--- config.mk ---
export PLATFORM = sky130hd
export DESIGN_NAME = qam_symbol_scheduler_flat
export DESIGN_NICKNAME = d
export VERILOG_FILES = /design/src/rtl/qam_symbol_scheduler_if.sv /design/src/rtl/qam_symbol_scheduler.sv /design/src/flat_wrapper.sv
export SDC_FILE = /design/constraint.sdc
export NUM_CORES = 1
export LEC_CHECK = 0
export ABC_AREA = 1
export BUFFER_PORTS_ARGS = -buffer_cell sky130_fd_sc_hd__buf_2
export CAP_MARGIN = 20
export CORE_ASPECT_RATIO = 2
export CORE_MARGIN = 1
export CORE_UTILIZATION = 61
export CTS_CLUSTER_DIAMETER = 30
export CTS_CLUSTER_SIZE = 14
export DETAILED_ROUTE_END_ITERATION = 8
export GPL_ROUTABILITY_DRIVEN = 0
export PLACE_DENSITY = 0.83
export SYNTH_ARGS = -nofsm -noshare
export SYNTH_HDL_FRONTEND = slang
export SYNTH_SLANG_ARGS = --single-unit
--- constraint.sdc ---
create_clock -name ipClk -period 5.3 [get_ports ipClk]
set_input_delay 1.06 -clock ipClk [delete_from_list [all_inputs] [get_ports ipClk]]
set_output_delay 1.06 -clock ipClk [all_outputs]
set_load 0.03 [all_outputs]
--- src/rtl/qam_symbol_scheduler_if.sv ---
// Byte-source handshake and modulator-facing signals of qam_symbol_scheduler.
// master: byte source / modulator side; slave: the scheduler.
interface qam_symbol_scheduler_if;
  logic [7:0] ipData;
  logic       ipDataValid;
  logic       ipDataLast;
  logic       opDataReady;
  logic [3:0] opQAMBlock;
  logic       opQAMBlockValid;
  logic       opSymbolStrobe;
  logic       opBusy;
  logic       opUnderrun;

  modport master (
    output ipData, ipDataValid, ipDataLast,
    input  opDataReady, opQAMBlock, opQAMBlockValid, opSymbolStrobe, opBusy, opUnderrun
  );

  modport slave (
    input  ipData, ipDataValid, ipDataLast,
    output opDataReady, opQAMBlock, opQAMBlockValid, opSymbolStrobe, opBusy, opUnderrun
  );
endinterface

--- src/rtl/qam_symbol_scheduler.sv ---
// 16-QAM symbol scheduler: buffers payload bytes, emits preamble, low/high
// payload nibbles and a silent guard, each symbol held SAMPLES_PER_SYMBOL clocks.
// Optional feature: define QAM_SCHED_PREAMBLE_EN to emit the alternating 0/F
// preamble; without it IDLE goes straight to PAYLOAD and PREAMBLE_LEN only
// sizes the slot counter.
module qam_symbol_scheduler #(
  parameter int unsigned SAMPLES_PER_SYMBOL = 8,
  parameter int unsigned PREAMBLE_LEN       = 16,
  parameter int unsigned GUARD_LEN          = 4
) (
  input logic                   ipClk,
  input logic                   ipReset,
  qam_symbol_scheduler_if.slave bus
);

  localparam int unsigned CW      = (SAMPLES_PER_SYMBOL > 1) ? $clog2(SAMPLES_PER_SYMBOL) : 1;
  localparam int unsigned IDX_MAX = (PREAMBLE_LEN > GUARD_LEN) ? PREAMBLE_LEN : GUARD_LEN;
  localparam int unsigned IW      = (IDX_MAX > 1) ? $clog2(IDX_MAX) : 1;
  localparam logic [CW-1:0] CNT_LAST   = CW'(SAMPLES_PER_SYMBOL - 1);
  localparam logic [CW-1:0] CNT_ONE    = CW'(1);
  localparam logic [IW-1:0] IDX_ONE    = IW'(1);
  localparam logic [IW-1:0] GUARD_LAST = IW'(GUARD_LEN - 1);
`ifdef QAM_SCHED_PREAMBLE_EN
  localparam logic [IW-1:0] PRE_LAST   = IW'(PREAMBLE_LEN - 1);
`endif

  typedef enum logic [1:0] {
    IDLE,
`ifdef QAM_SCHED_PREAMBLE_EN
    PREAMBLE,
`endif
    PAYLOAD,
    GUARD
  } stateT;

  stateT         state;
  logic [CW-1:0] cnt;
  logic [IW-1:0] symIdx;
  logic          bufFull;
  logic [7:0]    bufData;
  logic          bufLast;
  logic [3:0]    shHigh;
  logic          shLast;
  logic          nibHigh;
  logic [3:0]    qamBlock;
  logic          qamValid;
  logic          symStrobe;
  logic          busy;
  logic          underrun;

  logic dataReady;
  logic accept;
  logic symEnd;
  logic startPre;
  logic lowSlot;
  logic highSlot;
  logic enterGuard;

  assign dataReady = ipReset & ~bufFull;
  assign accept    = bus.ipDataValid & dataReady;
  assign symEnd    = (cnt == CNT_LAST);

  // Decide which kind of symbol slot (if any) begins at the coming edge.
  always_comb begin
    startPre   = 1'b0;
    lowSlot    = 1'b0;
    highSlot   = 1'b0;
    enterGuard = 1'b0;
    case (state)
      IDLE: begin
        if (bufFull) begin
`ifdef QAM_SCHED_PREAMBLE_EN
          startPre = 1'b1;
`else
          lowSlot = 1'b1;
`endif
        end
      end
`ifdef QAM_SCHED_PREAMBLE_EN
      PREAMBLE: lowSlot = symEnd && (symIdx == PRE_LAST);
`endif
      PAYLOAD: begin
        // Invalid output in PAYLOAD means an underrun wait: retry every cycle.
        if (!qamValid) begin
          lowSlot = 1'b1;
        end else if (symEnd) begin
          if (!nibHigh)    highSlot   = 1'b1;
          else if (shLast) enterGuard = 1'b1;
          else             lowSlot    = 1'b1;
        end
      end
      GUARD: begin
        // A byte buffered during the guard starts the next frame with no idle gap.
        if (symEnd && (symIdx == GUARD_LAST) && bufFull) begin
`ifdef QAM_SCHED_PREAMBLE_EN
          startPre = 1'b1;
`else
          lowSlot = 1'b1;
`endif
        end
      end
      default: ;
    endcase
  end

  // Frame sequencer: byte buffer, symbol timing and registered modulator outputs.
  always_ff @(posedge ipClk or negedge ipReset) begin
    if (!ipReset) begin
      state     <= IDLE;
      cnt       <= '0;
      symIdx    <= '0;
      bufFull   <= 1'b0;
      bufData   <= '0;
      bufLast   <= 1'b0;
      shHigh    <= '0;
      shLast    <= 1'b0;
      nibHigh   <= 1'b0;
      qamBlock  <= '0;
      qamValid  <= 1'b0;
      symStrobe <= 1'b0;
      busy      <= 1'b0;
      underrun  <= 1'b0;
    end else begin
      symStrobe <= 1'b0;
      underrun  <= 1'b0;

      if (accept) begin
        bufData <= bus.ipData;
        bufLast <= bus.ipDataLast;
        bufFull <= 1'b1;
      end else if (lowSlot) begin
        bufFull <= 1'b0;
      end

      case (state)
`ifdef QAM_SCHED_PREAMBLE_EN
        PREAMBLE: begin
          if (symEnd) begin
            cnt       <= '0;
            symIdx    <= symIdx + IDX_ONE;
            qamBlock  <= {4{~symIdx[0]}};
            symStrobe <= 1'b1;
          end else begin
            cnt <= cnt + CNT_ONE;
          end
        end
`endif
        PAYLOAD: begin
          if (qamValid) begin
            if (symEnd) begin
              cnt <= '0;
              if (highSlot) begin
                qamBlock  <= shHigh;
                nibHigh   <= 1'b1;
                symStrobe <= 1'b1;
              end
            end else begin
              cnt <= cnt + CNT_ONE;
            end
          end
        end
        GUARD: begin
          if (symEnd) begin
            cnt    <= '0;
            symIdx <= symIdx + IDX_ONE;
            if (symIdx == GUARD_LAST) begin
              state <= IDLE;
              busy  <= 1'b0;
            end
          end else begin
            cnt <= cnt + CNT_ONE;
          end
        end
        default: ;
      endcase

      // Slot events below override the per-state bookkeeping above.
      if (enterGuard) begin
        state    <= GUARD;
        busy     <= 1'b1;
        qamValid <= 1'b0;
        qamBlock <= '0;
        symIdx   <= '0;
        cnt      <= '0;
      end

`ifdef QAM_SCHED_PREAMBLE_EN
      if (startPre) begin
        state     <= PREAMBLE;
        busy      <= 1'b1;
        qamValid  <= 1'b1;
        qamBlock  <= 4'h0;
        symStrobe <= 1'b1;
        symIdx    <= '0;
        cnt       <= '0;
      end
`endif

      if (lowSlot) begin
        state   <= PAYLOAD;
        busy    <= 1'b1;
        cnt     <= '0;
        nibHigh <= 1'b0;
        if (bufFull) begin
          shHigh    <= bufData[7:4];
          shLast    <= bufLast;
          qamBlock  <= bufData[3:0];
          qamValid  <= 1'b1;
          symStrobe <= 1'b1;
        end else begin
          // Pulse only on the first miss; later retries stay silent.
          underrun <= qamValid;
          qamValid <= 1'b0;
          qamBlock <= '0;
        end
      end
    end
  end

  assign bus.opDataReady     = dataReady;
  assign bus.opQAMBlock      = qamBlock;
  assign bus.opQAMBlockValid = qamValid;
  assign bus.opSymbolStrobe  = symStrobe;
  assign bus.opBusy          = busy;
  assign bus.opUnderrun      = underrun;

endmodule

--- src/flat_wrapper.sv ---
// flat-port wrapper written by rule: the top's interface ports become plain ports
module qam_symbol_scheduler_flat 
#(
  parameter int unsigned SAMPLES_PER_SYMBOL = 8,
  parameter int unsigned PREAMBLE_LEN       = 16,
  parameter int unsigned GUARD_LEN          = 4
)
  (ipClk, ipReset, bus_ipData, bus_ipDataValid, bus_ipDataLast, bus_opDataReady, bus_opQAMBlock, bus_opQAMBlockValid, bus_opSymbolStrobe, bus_opBusy, bus_opUnderrun);
  qam_symbol_scheduler_if bus_i ();
  input logic ipClk;
  input logic ipReset;
  input wire logic [$bits(bus_i.ipData)-1:0] bus_ipData;
  input wire logic [$bits(bus_i.ipDataValid)-1:0] bus_ipDataValid;
  input wire logic [$bits(bus_i.ipDataLast)-1:0] bus_ipDataLast;
  output wire logic [$bits(bus_i.opDataReady)-1:0] bus_opDataReady;
  output wire logic [$bits(bus_i.opQAMBlock)-1:0] bus_opQAMBlock;
  output wire logic [$bits(bus_i.opQAMBlockValid)-1:0] bus_opQAMBlockValid;
  output wire logic [$bits(bus_i.opSymbolStrobe)-1:0] bus_opSymbolStrobe;
  output wire logic [$bits(bus_i.opBusy)-1:0] bus_opBusy;
  output wire logic [$bits(bus_i.opUnderrun)-1:0] bus_opUnderrun;
  assign bus_i.ipData = bus_ipData;
  assign bus_i.ipDataValid = bus_ipDataValid;
  assign bus_i.ipDataLast = bus_ipDataLast;
  assign bus_opDataReady = bus_i.opDataReady;
  assign bus_opQAMBlock = bus_i.opQAMBlock;
  assign bus_opQAMBlockValid = bus_i.opQAMBlockValid;
  assign bus_opSymbolStrobe = bus_i.opSymbolStrobe;
  assign bus_opBusy = bus_i.opBusy;
  assign bus_opUnderrun = bus_i.opUnderrun;
  qam_symbol_scheduler #(.SAMPLES_PER_SYMBOL(SAMPLES_PER_SYMBOL), .PREAMBLE_LEN(PREAMBLE_LEN), .GUARD_LEN(GUARD_LEN)) u_core (.ipClk(ipClk), .ipReset(ipReset), .bus(bus_i));
endmodule
==> results of run 1 <==
==> worst paths after layout <==
| kind | start | endpoint | slack (ns) | depth (start not counted) |
|---|---|---|---|---|
| setup / recovery | ipReset | bus_opDataReady | 2.12 | 4 |
| hold / removal | u_core.bus.opQAMBlock[3] | u_core.bus.opQAMBlock[3] | 0.47 | 2 |
| setup reg to reg | u_core.cnt[0] | u_core.symIdx[2] | 3.28 | 11 |
| hold reg to reg | u_core.bus.opQAMBlock[3] | u_core.bus.opQAMBlock[3] | 0.47 | 2 |
| max in group asynchronous | ipReset | u_core.bufData[1] | 4.00 | 1 |
| min in group asynchronous | ipReset | u_core.cnt[2] | 0.83 | 1 |
==> power groups by stage <==
stage	Combinational (mW)	Clock, mW	Sequential, mW
after floorplan	0.144	0	0.387
after global placement	0.225	0	0.357
after detailed placement	0.236	0	0.361
after CTS	0.237	0.179	0.357
after global routing	0.262	0.194	0.367
final	0.235	0.175	0.358
==> metrics by stage <==
| stage | std cells | hold slack, ns |
|---|---|---|
| finish | 244 | 0.4746 |
| global route | 244 | 0.5076 |
| CTS | 244 | 0.4765 |
| detailed placement | 236 | 0.4598 |
| global placement | 236 | 0.4576 |
| floorplan | 191 | 0.4419 |
==> state kept, by name, summed over array words and instances (netlist names), 2 cells and up <==
signal / count
u_core.bufData: 8
u_core.bus.opQAMBlock: 4
u_core.cnt: 3
u_core.shHigh: 4
u_core.state: 2
u_core.symIdx: 4
==> tightest hold or removal path: cells and delay by family (launching register included) <==
family	cells	cell delay [ns]
and+or+nand+nor	2	0.10
DFF	1	0.34
==> synthesized netlist by cell type <==
master,n,area (µm²)
nand2_1,48,180.2
dfrtp_1,33,825.8
inv_1,26,97.59
nand3_1,19,95.09
nor2_1,15,56.30
mux2_2,8,90.09
ha_1,7,87.58
nand2_2,7,43.79
a21oi_1,5,25.02
o21ai_0,5,25.02
nand2_4,3,33.78
nor2_2,3,18.77
buf_2,2,10.01
a21oi_2,1,8.760
buf_4,1,7.510
inv_6,1,8.760
nand2_8,1,20.02
nor3_1,1,5.000
o21ai_1,1,5.000
o21ai_2,1,8.760
o22ai_1,1,6.260
o31ai_1,1,7.510
xnor2_1,1,8.760
==> cell families after synthesis <==
kind of cell | Yosys count | synth area share
and+or+nand+nor | 97 | 0.2703
adders and majority gates | 7 | 0.05228
DFF | 33 | 0.4929
buffers and inverters | 30 | 0.07394
AOI/OAI and AO/OA | 15 | 0.05153
muxes | 8 | 0.05377
xor gates and xnor gates | 1 | 0.005229
==> routing by layer <==
metal / GRT usage / vias to the layer above
li1: - / 643
met3: 0.07872 / 9
met2: 0.4667 / 28
met5: 0 / -
met4: 0.1207 / 0
met1: 0.2620 / 619
==> area by class of cell <==
class	count	area, µm²
clock buffers	8	80.08
multi-input cells	128	725.7
well taps	28	35.03
inverters	27	106.4
flip-flops and latches	33	825.8
fillers	203	696.9
repair buffers	20	100.1
==> qor.yml, run 1 <==
run_status:
  status: "complete, no violations"
clock_network:
  clockRootBuffer: "clkbuf_8"
  clock_sinks: 33
  cts_tree: "done"
  clock_latency_ns: 0.28
  cts_buffers: 5
  cts_setup_buffers: 0
  cts_hold_buf: 0
  cts_htree_levels: 2
  cts_resized: 0
  clock_path_buffers: 2
  clk_pin_slew_ns: 0.06
critical_path:
  crit_family: "buffers and inverters"
  worst_ep_arrival_time_ns: 2.12
  max_stage_delay_ns: 0.56
  crit_chain: "buf_2 > inv_1 > nor2_1 > buf_2"
  worstPathRequired_ns: 4.24
  cpMostUsedCell: "buf_2"
  critPathKind: "in -> out"
  setup.worst_path.end_class: "primary output"
  critPathLaunchType: "primary input"
  cp_slowest_cell: "buf_2"
  cp_max_fo: 34
  critPathBufInv: 3
timing:
  fmax_mhz: 314.0
  worstMarginPinSlew_ns: 0.7275
  max_slew_margin: 0.5150
  setup_viol: 0
  slew_viol_final: 0
  period_share: 0.6009
  rsz0062_at_grt: "no"
  hold_viol: 0
  tns_ns: 0
  final.min_clock_period_ns: 3.185
  finClkSkew_ns: 0.008115
  setup_ws_ns: 2.115
placed_design:
  dp_slack_ns: 2.085
  hpwlAfterDp_um: 2344
  placed_cell_area_um2: 1793
  port-buffer-count: 20
pwr:
  combPwrFrac: 0.306
  seq_power_share: 0.466
  p_leak_nw: 1.030
  switching_share: 0.3617
  total_power_uw: 768.3
  clockPowerShare: 0.228
  vdd_drop_max_mv: 0.2719
  p_int_uw: 490.4
  p_per_area_nw_per_um2: 410.2
  switchingPower_uw: 277.9
drt:
  avgRoutedWirePerCell_um: 12.93
  drt-pass1-iter-count: 4
  dr_wl_met3_um: 99
  postRouteWirelength_um: 3155
  vias_per_cell: 5.324
  drc: 0
  m1WireLength_um: 1150
  vias: 1299
  met2_length_um: 1818
  final_antenna_net_count: 0
  top_layer: "met4"
  first_iter_violations: 16
final_layout:
  drive_gt1_frac: 0.2315
  final_nets: 234
  final_cell_mix: "nand2_1, dfrtp_1, inv_1"
  syn_to_final_growth_pct: 11.80
  final_common_cell: "nand2_1"
  n_antenna_cell: 0
  finalInstanceArea_um2: 1873
  fin_util: 0.7288
global_routing:
  antenna_found_initial: 0
  grt_pass1_vias: 1370
  grt_pass1_wl_um: 5589
  grt_max_degree: 35
  grt_overflow: 0
  track_usage: 0.2662
die:
  fp.dieH_um: 76.12
  rows: 26
  io-pin-count: 21
  start_util: 0.6519
  die_width_um: 39.06
  dieArea_um2: 2973
  core_um2: 2570
hold_path:
  hp-class: "reg -> reg"
synthesis:
  synth.cell_area_um2: 1675
  yosysSeqAreaShare: 0.4929
  synthCells: 191
  yosysWarningCount: 0
  synth_cell_types: 23
  synth_seq_cells: 33
  avgSynthCellArea_um2: 8.772
  syn-num-nets: 210
run:
  maxCapViolations: 0
No activity file was read; power rests on OpenSTA's default activity.
==> inputs of run 2 (changes only) <==
--- a/config.mk
+++ b/config.mk
@@ -5,17 +5,17 @@
 export SDC_FILE = /design/constraint.sdc
 export NUM_CORES = 1
 export LEC_CHECK = 0
-export ABC_AREA = 1
+export ABC_AREA = 0
 export BUFFER_PORTS_ARGS = -buffer_cell sky130_fd_sc_hd__buf_2
 export CAP_MARGIN = 20
 export CORE_ASPECT_RATIO = 2
 export CORE_MARGIN = 1
-export CORE_UTILIZATION = 61
+export CORE_UTILIZATION = 56
 export CTS_CLUSTER_DIAMETER = 30
 export CTS_CLUSTER_SIZE = 14
 export DETAILED_ROUTE_END_ITERATION = 8
 export GPL_ROUTABILITY_DRIVEN = 0
-export PLACE_DENSITY = 0.83
+export PLACE_DENSITY = 0.78
 export SYNTH_ARGS = -nofsm -noshare
 export SYNTH_HDL_FRONTEND = slang
 export SYNTH_SLANG_ARGS = --single-unit
==> constraint.sdc (replaced) <==
create_clock -name ipClk -period 3.1 [get_ports ipClk]
set_input_delay 0.62 -clock ipClk [delete_from_list [all_inputs] [get_ports ipClk]]
set_output_delay 0.62 -clock ipClk [all_outputs]
set_load 0.03 [all_outputs]
==> qor.yml, run 2 <==
critical_path:
  rrSetupSlack_ns: 0.87
  cp_max_fo: 7
  worstPathRequired_ns: 3.26
  reg2reg_from: "u_core.cnt[0]"
  critPathLaunchType: "register"
  r2r_cells: 7
  setup.worst_path.end_class: "register"
  critPathKind: "reg -> reg"
  r2r_end: "u_core.bus.opQAMBlock[0]"
  worst_ep_arrival_time_ns: 2.38
drt:
  final_antenna_net_count: 0
  vias_per_cell: 5.921
  drc: 0
  first_iter_violations: 26
  postRouteWirelength_um: 3183
  vias: 1119
  avgRoutedWirePerCell_um: 16.84
  drt-pass1-iter-count: 4
timing:
  setup_viol: 0
  worstMarginPinSlew_ns: 0.4360
  slew_viol_final: 0
  finClkSkew_ns: 0.006709
  max_slew_margin: 0.7086
  fmax_mhz: 449.4
  hold_slack_ns: 0.4046
  rsz0062_at_grt: "no"
  period_share: 0.7178
  final.min_clock_period_ns: 2.225
  hold_viol: 0
  tns_ns: 0
clock_network:
  clockRootBuffer: "clkbuf_8"
  cts_setup_buffers: 0
  clk_pin_slew_ns: 0.07
  cts_buffers: 5
  cts_tree: "done"
  clock_latency_ns: 0.28
  clock_path_buffers: 2
  cts_hold_buf: 0
  cts_htree_levels: 2
  cts_resized: 0
  clock_sinks: 33
placed_design:
  hpwlAfterDp_um: 2444
  placed_cell_area_um2: 1683
  dpl.cell_count: 182
  port-buffer-count: 20
synthesis:
  syn-num-nets: 155
  synthTopCellsByArea: "dfrtp_1, mux2_2, ha_1"
  yosysWarningCount: 0
  synth_common_cells: "dfrtp_1, nand2_1, mux2_2"
  synthCells: 136
  yosysSeqAreaShare: 0.5297
  avgSynthCellArea_um2: 11.46
  yosysMostFrequentCell: "dfrtp_1"
  synth_seq_cells: 33
  yosys.area.top_type: "dfrtp_1"
  synth_top_area_frac: 0.5297
  synth-async-reset-ratio: 1.000
  synth_flop_cell: "dfrtp_1"
  synth_cell_types: 34
  synth_edf_count: 0
  synth.cell_area_um2: 1559
die:
  dieArea_um2: 3012
  io-pin-count: 21
  core_um2: 2603
  fp.dieH_um: 76.62
  die_width_um: 39.31
  rows: 26
  start_util: 0.5990
global_routing:
  grt_pass1_wl_um: 5326
  grt_max_degree: 34
  grt_pass1_vias: 1204
  grt_overflow: 0
  antenna_found_initial: 0
  track_usage: 0.2587
final_layout:
  final_common_cell: "dfrtp_1"
  fin_cells: 189
  syn_to_final_growth_pct: 13.48
  final_nets: 180
  fillCellCount: 201
  drive_gt1_frac: 0.2919
  finalInstanceArea_um2: 1769
  n_antenna_cell: 0
  regMostFlops: "u_core.bufData"
  largest_register_ffs: 8
  final_cell_mix: "dfrtp_1, buf_2, nand2_1"
pwr:
  p_per_area_nw_per_um2: 717.7
  vdd_drop_max_mv: 0.6867
  total_power_mw: 1.270
  p_leak_nw: 0.8725
run_status:
  status: "complete, no violations"
hold_path:
  hp-class: "in -> async"
run:
  maxCapViolations: 0
## run 2: changes by cell type in the layout (fill, tap and decap cells not counted), sizes merged, moves of 3 or more
cell	change
inv	-21
and3	+3
nor2	-7
o21ai	-4
nand3	-16
nand4	+3
o32a	+5
o21a	+4
nand2	-43
mux2	+6
## run 2: cell type report
| cell class | count | area (µm²) | share of cell area |
|---|---|---|---|
| Sequential cell | 33 | 825.8 | 0.4668 |
| Multi-Input combinational cell | 94 | 691.9 | 0.3911 |
| Timing Repair Buffer | 21 | 107.6 | 0.06082 |
| Clock buffer | 7 | 86.33 | 0.04880 |
| Tap cell | 28 | 35.03 | 0.01980 |
| Inverter | 6 | 22.52 | 0.01273 |
## run 2: report_power, final
group	total [mW]	internal, mW	switching, mW
Combinational	0.343	0.148	0.194
Clock	0.321	0.176	0.145
Sequential	0.606	0.538	0.0677
Total	1.27	0.862	0.407
## run 2: logic make-up (layout without fill, tap and decap cells)
logic type               after synthesis  in the layout  synth area share
XOR/XNOR                               2              2           0.01124
AO/OA/AOI/OAI                         24             24            0.1220
multiplexers                          15             15            0.1075
AND/OR/NAND/NOR                       46             46            0.1469
adder cells (fa/ha/maj)                7              7           0.05618
buffers and inverters                  9             34           0.02649
flip-flops                            33             33            0.5297
## run 2: worst max-delay path: stages (launching register included)
cell and delay (ns):
dfrtp_1 0.38, ha_1 0.16, ha_1 0.26, nand2_1 0.14, o32a_1 0.39, and3_1 0.27
o21a_1 0.14, o32a_1 0.35
## run 2: per-layer routing
| metal | GRT usage | vias up | routed length, µm |
|---|---|---|---|
| met3 | 0.05248 | 11 | 76 |
| li1 | - | 532 | - |
| met5 | 0 | - | 0 |
| met1 | 0.2535 | 550 | 1095 |
| met2 | 0.4617 | 26 | 1896 |
| met4 | 0.1310 | 0 | 115 |
## run 2: how the worst max path moves through the flow
stage / start / to / slack [ns] / depth (start not counted)
3_5_place_dp: u_core.cnt[0] / u_core.bus.opQAMBlock[0] / 0.89 / 7
6_report: u_core.cnt[0] / u_core.bus.opQAMBlock[0] / 0.87 / 7
2_1_floorplan: u_core.symIdx[0] / u_core.bus.opQAMBlock[0] / 1.02 / 7
4_1_cts: u_core.cnt[0] / u_core.bus.opQAMBlock[0] / 0.88 / 7
3_3_place_gp: u_core.symIdx[0] / u_core.bus.opQAMBlock[0] / 0.98 / 6
5_1_grt: u_core.cnt[0] / u_core.bus.opQAMBlock[0] / 0.73 / 7
## run 2: per-stage QoR
| stage | util | setup slack [ns] |
|---|---|---|
| 2_1_floorplan | - | 1.024 |
| 3_3_place_gp | 0.6466 | 0.9817 |
| 6_report | 0.6798 | 0.8749 |
| 5_1_grt | 0.6798 | 0.7322 |
| 3_5_place_dp | 0.6466 | 0.8874 |
| 4_1_cts | 0.6798 | 0.8808 |
